File: src/rtl/serial_sub_pkg.sv
// rtl/serial_sub_pkg.sv - shared state type and encodings for the bit-serial subtractor
package serial_sub_pkg;

   localparam logic [1:0] ST_IDLE  = 2'd0;
   localparam logic [1:0] ST_SHIFT = 2'd1;
   localparam logic [1:0] ST_DONE  = 2'd2;

   typedef enum logic [1:0] {
      IDLE  = ST_IDLE,
      SHIFT = ST_SHIFT,
      DONE  = ST_DONE
   } state_t;

endpackage

File: src/rtl/full_subtractor.sv
// rtl/full_subtractor.sv - one-bit combinational full subtractor cell
module full_subtractor (
   input  logic a,
   input  logic b,
   input  logic bin,
   output logic d,
   output logic bout
);

   // Difference is the three-way parity; borrow-out when b (plus borrow-in) exceeds a.
   always_comb begin
      d    = a ^ b ^ bin;
      bout = (~a & b) | (~(a ^ b) & bin);
   end

endmodule

File: src/rtl/serial_subtractor.sv
// rtl/serial_subtractor.sv - bit-serial unsigned a-b, LSB first, valid/ready on both sides
module serial_subtractor
   import serial_sub_pkg::*;
#(
   parameter int WIDTH = 8
) (
   input  logic             clk,
   input  logic             rst_n,
   input  logic             in_valid,
   output logic             in_ready,
   input  logic [WIDTH-1:0] a,
   input  logic [WIDTH-1:0] b,
   output logic             out_valid,
   input  logic             out_ready,
   output logic [WIDTH-1:0] diff,
   output logic             borrow,
   output logic             busy
);

   localparam int CW = $clog2(WIDTH);
   localparam logic [CW-1:0] LAST = CW'(WIDTH - 1);

   state_t           state;
   logic [WIDTH-1:0] a_sr;
   logic [WIDTH-1:0] b_sr;
   logic [WIDTH-1:0] diff_sr;
   logic             borrow_q;
   logic [CW-1:0]    cnt;
   logic             d_bit;
   logic             bo_bit;

   // The single arithmetic cell, fed by the low bits of the operand shifters.
   full_subtractor u_cell (
      .a    (a_sr[0]),
      .b    (b_sr[0]),
      .bin  (borrow_q),
      .d    (d_bit),
      .bout (bo_bit)
   );

   // Control FSM; handshake flags are registered alongside the state so they never
   // depend combinationally on in_valid or out_ready.
   always_ff @(posedge clk or negedge rst_n) begin
      if (!rst_n) begin
         state     <= IDLE;
         in_ready  <= 1'b1;
         out_valid <= 1'b0;
         busy      <= 1'b0;
      end else begin
         case (state)
            IDLE: begin
               if (in_valid) begin
                  state    <= SHIFT;
                  in_ready <= 1'b0;
                  busy     <= 1'b1;
               end
            end
            SHIFT: begin
               if (cnt == LAST) begin
                  state     <= DONE;
                  out_valid <= 1'b1;
               end
            end
            DONE: begin
               if (out_ready) begin
                  state     <= IDLE;
                  out_valid <= 1'b0;
                  busy      <= 1'b0;
                  in_ready  <= 1'b1;
               end
            end
            default: begin
               state     <= IDLE;
               in_ready  <= 1'b1;
               out_valid <= 1'b0;
               busy      <= 1'b0;
            end
         endcase
      end
   end

   // Datapath: load operands on accept, then retire one result bit per SHIFT cycle.
   always_ff @(posedge clk or negedge rst_n) begin
      if (!rst_n) begin
         a_sr     <= '0;
         b_sr     <= '0;
         diff_sr  <= '0;
         borrow_q <= 1'b0;
         cnt      <= '0;
      end else if (state == IDLE && in_valid) begin
         a_sr     <= a;
         b_sr     <= b;
         diff_sr  <= '0;
         borrow_q <= 1'b0;
         cnt      <= '0;
      end else if (state == SHIFT) begin
         a_sr     <= {1'b0, a_sr[WIDTH-1:1]};
         b_sr     <= {1'b0, b_sr[WIDTH-1:1]};
         diff_sr  <= {d_bit, diff_sr[WIDTH-1:1]};
         borrow_q <= bo_bit;
         cnt      <= cnt + 1'b1;
      end
   end

   // Results come straight from flops; they only change in SHIFT or on accept,
   // so they stay stable for the whole of DONE.
   assign diff   = diff_sr;
   assign borrow = borrow_q;

endmodule

File: config.mk
export PLATFORM = sky130hd
export DESIGN_NAME = serial_subtractor
export DESIGN_NICKNAME = d
export VERILOG_FILES = /design/src/rtl/serial_sub_pkg.sv /design/src/rtl/full_subtractor.sv /design/src/rtl/serial_subtractor.sv
export SDC_FILE = /design/constraint.sdc
export NUM_CORES = 1
export LEC_CHECK = 0
export CAP_MARGIN = 20
export CORE_MARGIN = 3
export CORE_UTILIZATION = 51
export CTS_BUF_LIST = sky130_fd_sc_hd__clkbuf_8
export CTS_CLUSTER_SIZE = 30
export DETAILED_ROUTE_END_ITERATION = 8
export PLACE_DENSITY_LB_ADDON = 0.05
export RECOVER_POWER = 100
export SYNTH_ARGS = -nofsm -noshare
export SYNTH_HDL_FRONTEND = slang
export SYNTH_SLANG_ARGS = --single-unit
File: constraint.sdc
create_clock -name clk -period 1.3 [get_ports clk]
set_clock_uncertainty 0.05 [all_clocks]
set_input_delay 0.26 -clock clk [delete_from_list [all_inputs] [get_ports clk]]
set_output_delay 0.26 -clock clk [all_outputs]
set_load 0.005 [all_outputs]
Word-level counts from Yosys, hierarchy flattened
Index checks and enable logic that the tools add are counted.
Operators by class
  mux-type cells: 22
  equality and inequality tests: 6
  bitwise gates (word level): 9
  add/sub/neg operators: 1
  reduce and logical (&&, ||, !) cells: 6
Operators with widths (count)
  $mux W8: 6
  $pmux W1 S3: 3
  $reduce_and A3 Y1: 3
  $mux W1: 7
  $mux W2: 3
  $mux W3: 2
  $ne A2 B2 Y1 const B: 3
  $pmux W2 S3: 1
  $not A1 Y1: 4
  $add A3 B1 Y3 const B: 1
  $eq A3 B3 Y1 const B: 1
  $and A1 B1 Y1: 2
  $eq A2 B1 Y1 const B: 1
  $eq A2 B2 Y1 const B: 1
  $logic_not A2 Y1: 1
  $reduce_bool A2 Y1: 1
  $xor A1 B1 Y1: 2
  $logic_and A1 B1 Y1: 1
  $or A1 B1 Y1: 1
Storage, ports and cells
  word-level logic and storage cells: 53
  flip-flop bits (word level): 33
  input port bits: 20
  output and inout bits: 12

Logic depth before layout (Yosys ltp)
  depth after elaboration: 6
  depth in mapped cells: 5

Modules after synthesis
Synthesis repeated with hierarchy kept, for this count alone.
Second synthesis, totals
  cell total of the unflattened synthesis: 127
  area, all modules: 1466.4 sq um
Modules (own cells, without submodules)
  serial_subtractor: sequential area each 827.0 sq um, cells each 123, area each 1435.1 sq um, times used 1
  full_subtractor: sequential area each 0.0 sq um, cells each 4, area each 31.3 sq um, times used 1

Worst setup path after synthesis
Ideal clock, no wire load.
  kind: register -> register
  start: reg borrow_q (netlist: borrow)
  end: reg diff_sr[7] (netlist: diff[7])
  setup time: 0.121 ns
  data arrival time: 1.063 ns
  slack: 0.066 ns
  clock period less this slack: 1.234 ns
  stages on the path, launching flop included: 4
  buffers on the path: 0
  cells stage by stage: dfrtp_1 -> inv_1 -> fa_1 -> a22o_1
Between the ends
  word-level cells in the longest chain between the ends: 3
RTL lines
  start, declared: RTL line serial_subtractor.sv:27  | logic borrow_q;
  start signal, assigned: RTL line serial_subtractor.sv:100  | borrow_q <= bo_bit;
  $xor A1 B1 Y1: RTL line full_subtractor.sv:12  | d = a ^ b ^ bin;
  $mux W8: RTL line serial_subtractor.sv:96  | end else if (state == SHIFT) begin
  $mux W8: RTL line serial_subtractor.sv:90  | end else if (state == IDLE && in_valid) begin
  end signal, assigned: RTL line serial_subtractor.sv:99  | diff_sr <= {d_bit, diff_sr[WIDTH-1:1]};
  end, declared: RTL line serial_subtractor.sv:26  | logic [WIDTH-1:0] diff_sr;
Every way passes these cells. The select of a mux whose other input is x is not followed.
A chain may end at the register's enable or synchronous reset.

Final worst setup path
Same ends and word-level chain as after synthesis.

==> flow_metrics.tcl <==
set metrics [dict create \
    grt_pass1_vias 1245 \
    clkLatencyLatePin_ns 0.28 \
    irDropWorstVdd_v 0.00174 \
    h-tree-depth 2 \
    netlist_instances 129 \
    rsz0062_at_grt "yes" \
    p_leak_nw 0.959 \
    yosys.cell_count.top_type "dfrtp_1" \
    synth-edff-count 0 \
    synthesis.nets 152 \
    maxSlewHeadroom_pct 46.0 \
    die_w_um 59.3 \
    holdPathEnd "cnt[0]" \
    holdCritPathClass "register to register" \
    cts_buffers 5 \
    yosys-top-cells-area "dfrtp_1, o32ai_1, a22o_1, o22ai_1, nor2_1" \
    cap_violations 0 \
    cp_slowest_cell "fa_1" \
    synth_seq_area_share_pct 57.2 \
    reg2reg_depth 3 \
    gp_congestion 0.803 \
    postSynth.asyncResetShare_pct 100 \
    p_per_area_nw_per_um2 2270 \
    avgSynthCellArea_um2 11.2 \
    clock-root-buffer "clkbuf_8" \
    placed_area_um2 1880 \
    timing_worst_setup_path_type "register to register" \
    worst_slack_ns 0.00790 \
    area_growth_pct 44.6 \
    crit_fanout 2 \
    worst_hold_slack_ns 0.436 \
    dp_slack_ns -0.333 \
    final_hold_viol_count 0 \
    num_io_pins 32 \
    drive_gt1_share_pct 27.8 \
    period_needed_ns 1.29 \
    num_vias 1274 \
    row_count 18 \
    path_delay_family "adder cells" \
    synth_ff_type "dfrtp_1" \
    status "complete, no violations" \
    min_path_cells 1 \
    cp_num_buf_inv 1 \
    rr_startpoint "borrow" \
    end_kind "register" \
    path_cells "inv_2, fa_1, a22o_1" \
    mappedNetlistArea_um2 1450 \
    synth_commonest_cells "dfrtp_1, nor2_1, o22ai_1" \
    fin_crit_sh_pct 99.4 \
    groute.usage.overall_pct 21.9 \
    rrSetupSlack_ns 0.008 \
    postRouteAntennaNets 0 \
    ctsHoldBuffers 0 \
    cp_slowest_stage_delay_ns 0.50 \
    dieArea_um2 3510 \
    worstSetupStartpointType "register" \
    synth_top_area_share_pct 55.4 \
    clk_pin_slew_ns 0.06 \
    drtPass1Iterations 4 \
    grt_overflow 0 \
    die_h_um 59.3 \
    wirelength_mm 3.53 \
    synth_cell_types 24 \
    dpl.hpwl_mm 2.40 \
    cp_data_arrival_time_ns 1.41 \
    fin_area_um2 2090 \
    vias_per_cell 5.87 \
    grt_pass1_wl_mm 5.64 \
    slew_violations 0 \
    rr_endpoint "diff[7]" \
    ys_ff_latch 33 \
    tightest_slew_ns 0.810 \
    diodes 0 \
    wl_per_cell_um 16.2 \
    drtIter0Drc 47 \
    cts_tree "yes" \
    nets 209 \
    clock_path_buffers 2 \
    floorplan.initialDensity_pct 55.8 \
    hp-start "cnt[0]" \
    max_freq_mhz 774 \
    drc 0 \
    numPortBuffers 31 \
    required_ns 1.41 \
    yosys_warnings 0 \
    yosys.area.top_type "dfrtp_1" \
    grt_max_degree 34 \
    antenna_found_initial 0 \
    clock-sinks 33 \
    setup_violations 0 \
    core-area_um2 2590 \
]
## timing repair
item / 4_1_cts / 5_1_grt
pin swaps: 1 / 1
resized for setup: 21 / 11
endpoints found under the setup margin: 34 / 28
buffers inserted: 11 / 3
## metrics by stage
stage                     power (mW)  TNS (ns)  std cells  utilization (%)
after CTS                       4.63         0        214             78.4
final                           4.74         0        217             80.8
after floorplan                 2.91         0        129                -
after global placement          3.68     -5.50        195             72.6
after detailed placement        3.81     -6.76        195             72.6
after global routing            5.07    -0.366        217             80.8
## cells in the final DEF (no fill, tap or decap), drive strengths merged
| cell type | instances |
|---|---|
| a22o | 10 |
| nand2b | 2 |
| dfrtp | 32 |
| nand2 | 5 |
| or2 | 1 |
| o21bai | 1 |
| clkdlybuf4s50 | 18 |
| o22ai | 12 |
| o2bb2ai | 1 |
| nor2b | 2 |
| inv | 7 |
| nand3b | 3 |
| o221a | 3 |
| o32ai | 11 |
| fa | 1 |
| o31ai | 1 |
| nor2 | 17 |
| dfstp | 1 |
| o21ai | 6 |
| buf | 27 |
| o22a | 1 |
| dlygate4sd2 | 12 |
| a21oi | 3 |
| clkbuf | 8 |
| ha | 2 |
## where the power goes
group	switching, mW	internal (mW)	leakage, nW
Combinational	0.971	1.24	0.509
Sequential	0.336	1.51	0.398
Clock	0.332	0.356	0.0519
Total	1.64	3.10	0.959
## sequential cells by signal, summed over array words and instances (netlist names)
| register | count |
|---|---|
| a_sr | 8 |
| b_sr | 8 |
| diff | 8 |
| cnt | 3 |
| state | 2 |
| borrow | 1 |
| busy | 1 |
| in_ready | 1 |
| out_valid | 1 |
## worst max path at each step
| stage | cells after the start | slack, ns | start | to |
|---|---|---|---|---|
| after floorplan | 3 | 0.07 | borrow | diff[7] |
| after global placement | 4 | -0.27 | in_valid | b_sr[6] |
| after detailed placement | 4 | -0.33 | in_valid | a_sr[5] |
| after CTS | 3 | 0.002 | b_sr[0] | diff[7] |
| after global routing | 3 | -0.05 | borrow | diff[7] |
| final | 3 | 0.008 | borrow | diff[7] |
## cells by family after synthesis
kind of cell,Yosys count,share of synthesized area (%)
compound gates,49,25.6
fa+ha+maj,3,3.11
buf+inv,14,4.67
flops,33,57.2
simple gates,30,9.43
## layer usage
layer | GRT usage [%] | share of wire [%]
met3 | 6.54 | 6.6
met4 | 9.71 | 1.7
met1 | 26.4 | 39
met5 | 0 | 0
met2 | 35.9 | 53
## cell type report
| cell class | count | area (um^2) |
|---|---|---|
| Clock buffer | 5 | 68.8 |
| Tap cell | 30 | 37.5 |
| Inverter | 4 | 15.0 |
| Clock inverter | 3 | 11.3 |
| Sequential cell | 33 | 828 |
| Fill cell | 172 | 498 |
| Timing Repair Buffer | 60 | 517 |
| Multi-Input combinational cell | 82 | 614 |
(Power assumes the default switching activity.)
==> RTL edit: new RTL, same settings <==
Reset style: synchronous (`rst_n`), changed in 2 clocked blocks.
--- a/src/rtl/serial_subtractor.sv
+++ b/src/rtl/serial_subtractor.sv
@@ -40,7 +40,7 @@
 
    // Control FSM; handshake flags are registered alongside the state so they never
    // depend combinationally on in_valid or out_ready.
-   always_ff @(posedge clk or negedge rst_n) begin
+   always_ff @(posedge clk) begin
       if (!rst_n) begin
          state     <= IDLE;
          in_ready  <= 1'b1;
@@ -80,7 +80,7 @@
    end
 
    // Datapath: load operands on accept, then retire one result bit per SHIFT cycle.
-   always_ff @(posedge clk or negedge rst_n) begin
+   always_ff @(posedge clk) begin
       if (!rst_n) begin
          a_sr     <= '0;
          b_sr     <= '0;
Formal check against the unedited RTL: differs if rst_n is asserted again (counterexample within 4 cycles, from zero or initial values and one cycle with rst_n low); with rst_n held inactive, the same outputs for 10 cycles.
==> RTL edit against the original RTL <==
  * Critical path depth up 1
  * Synthesized cell count grew 19%
  * Final area is 2.3% lower
  * Setup slack worse by 0.037 ns
  * Largest cell class is now multi-input combinational cells
  * Area after synthesis grew 1.4%
  * Core utilization decreased by 2.5 points
  * Sequential cell count did not move
  * Via count shrank 4.6%
  * Count of clock-buffer cells in the layout is the same
  * The flow now finishes with violations (negative setup slack)
  * Routed wire length down 9.6%
Power is not compared: it rests on default switching activity, and its combinational part moved more than twofold at a synthesized area within 25%.
==> RTL edit: results (changes against the original RTL) <==
* Seq/Total Area, Yosys at 0.451 (-0.121)
* CTS resizes at 30 (+43%)
* Worst-path fanout max at 7 (+5)
* Met2 Usage GRT at 0.323 (-0.0359)
* HP Start: diff[0]$_SDFFE_PP0P_
* CP Data Arrival Time at 1.45 ns (+0.04 ns)
* Share of post-route cells with drive strength above 1 at 0.230 (-0.0477)
* Post-CTS Setup Bufs at 0 (-11)
* Setup_tns at -0.131 ns (-0.131 ns)
* Vias/cell at 5.50 (-6.4%)
* Initial antenna violation count at 0 (unchanged)
* Tightest Pin Transition at 0.279 ns (-0.531 ns)
* Total wire length at 3.19 mm (-9.6%)
* Global-route wire length before repair at 5.20 mm (-7.8%)
* Netlist cell types at 32 (+33%)
* Dpl cells at 212 (+8.7%)
* Largest net degree at the start of global routing at 25 (-26%)
* Violated checks: negative setup slack
* Status: finished with violations
* Post-synth top cells: 33 x dfxtp_1, 24 x nand2_1, 17 x a21oi_1, 16 x inv_1
* CP top delay family: simple AND/OR/NAND/NOR gates
* Synth area leaders: dfxtp_1 45%, o221ai_2 10%, nand2_1 6.1%, a21oi_2 6.0%, a21oi_1 5.8%
* Syn Inst Count at 153 (+19%)
* Gp weighted congestion at 0.719 (-11%)
* HPWL after detailed placement at 2.08 mm (-13%)
* Post-route setup slack at -0.0290 ns (-0.0369 ns)
* Crit. Startpoint: state[1]$_SDFFE_PN0P_
* Gr usage total at 0.203 (-0.0159)
* Vias at 1,215 (-4.6%)
* GR Layer Usage met3 at 0.0763 (+0.0109)
* Worst path slowest cell: or3b_4
* Ys async rst share at 0 (-1.00)
* 1st-iter DRT viols at 44 (-6.4%)
* Final Setup Violations at 11 (+11)
* Met1 usage at 0.232 (-0.0320)
==> RTL edit: metal layers <==
layer	vias up	part of all wire
met1	566	0.42
met2	37	0.48
met4	0	0.036
met5	-	0
met3	13	0.063
li1	599	-
==> RTL edit: path summary, 6_finish.rpt <==
kind,end,slack [ns],cells past startpoint
setup / recovery,b_sr[0]$_SDFFE_PN0P_,-0.03,4
hold / removal,diff[0]$_SDFFE_PP0P_,0.40,2
setup reg to reg,b_sr[0]$_SDFFE_PN0P_,-0.03,4
hold reg to reg,diff[0]$_SDFFE_PP0P_,0.40,2
==> RTL edit: logic make-up after synthesis <==
group                      Yosys count  share of synthesized area
AOI/OAI and AO/OA                   49                      0.287
and+or+nand+nor                     39                      0.123
adders and majority gates            3                     0.0307
buffers and inverters               28                      0.103
xor gates and xnor gates             1                    0.00597
DFF                                 33                      0.451
==> RTL edit: power by group through the flow <==
stage / registers, µW / logic (µW) / clock network, µW
finish: 1120 / 415 / 713
global route: 1120 / 455 / 762
CTS: 1110 / 386 / 718
detailed placement: 1130 / 358 / 0
global placement: 1130 / 349 / 0
floorplan: 1120 / 218 / 0
==> RTL edit: tightest hold or removal path, cell delays in order (launching register included) <==
cell     delay [ns]
dfxtp_1        0.31
nand2_1        0.05
a21oi_1        0.05
==> RTL edit: through the flow <==
step	setup slack, ns	instance area [µm²]
final	-0.0290	2040
after detailed placement	-0.426	1850
after global routing	-0.0713	2040
after global placement	-0.379	1850
after CTS	-0.0432	1990
after floorplan	-0.120	1470
==> RTL edit: layout make-up <==
cell class | count | area [µm²]
Sequential cell | 33 | 662
Timing Repair Buffer | 42 | 440
Tap cell | 30 | 37.5
Clock inverter | 3 | 11.3
Inverter | 16 | 60.1
Clock buffer | 5 | 68.8
Multi-Input combinational cell | 92 | 764
Fill cell | 193 | 568
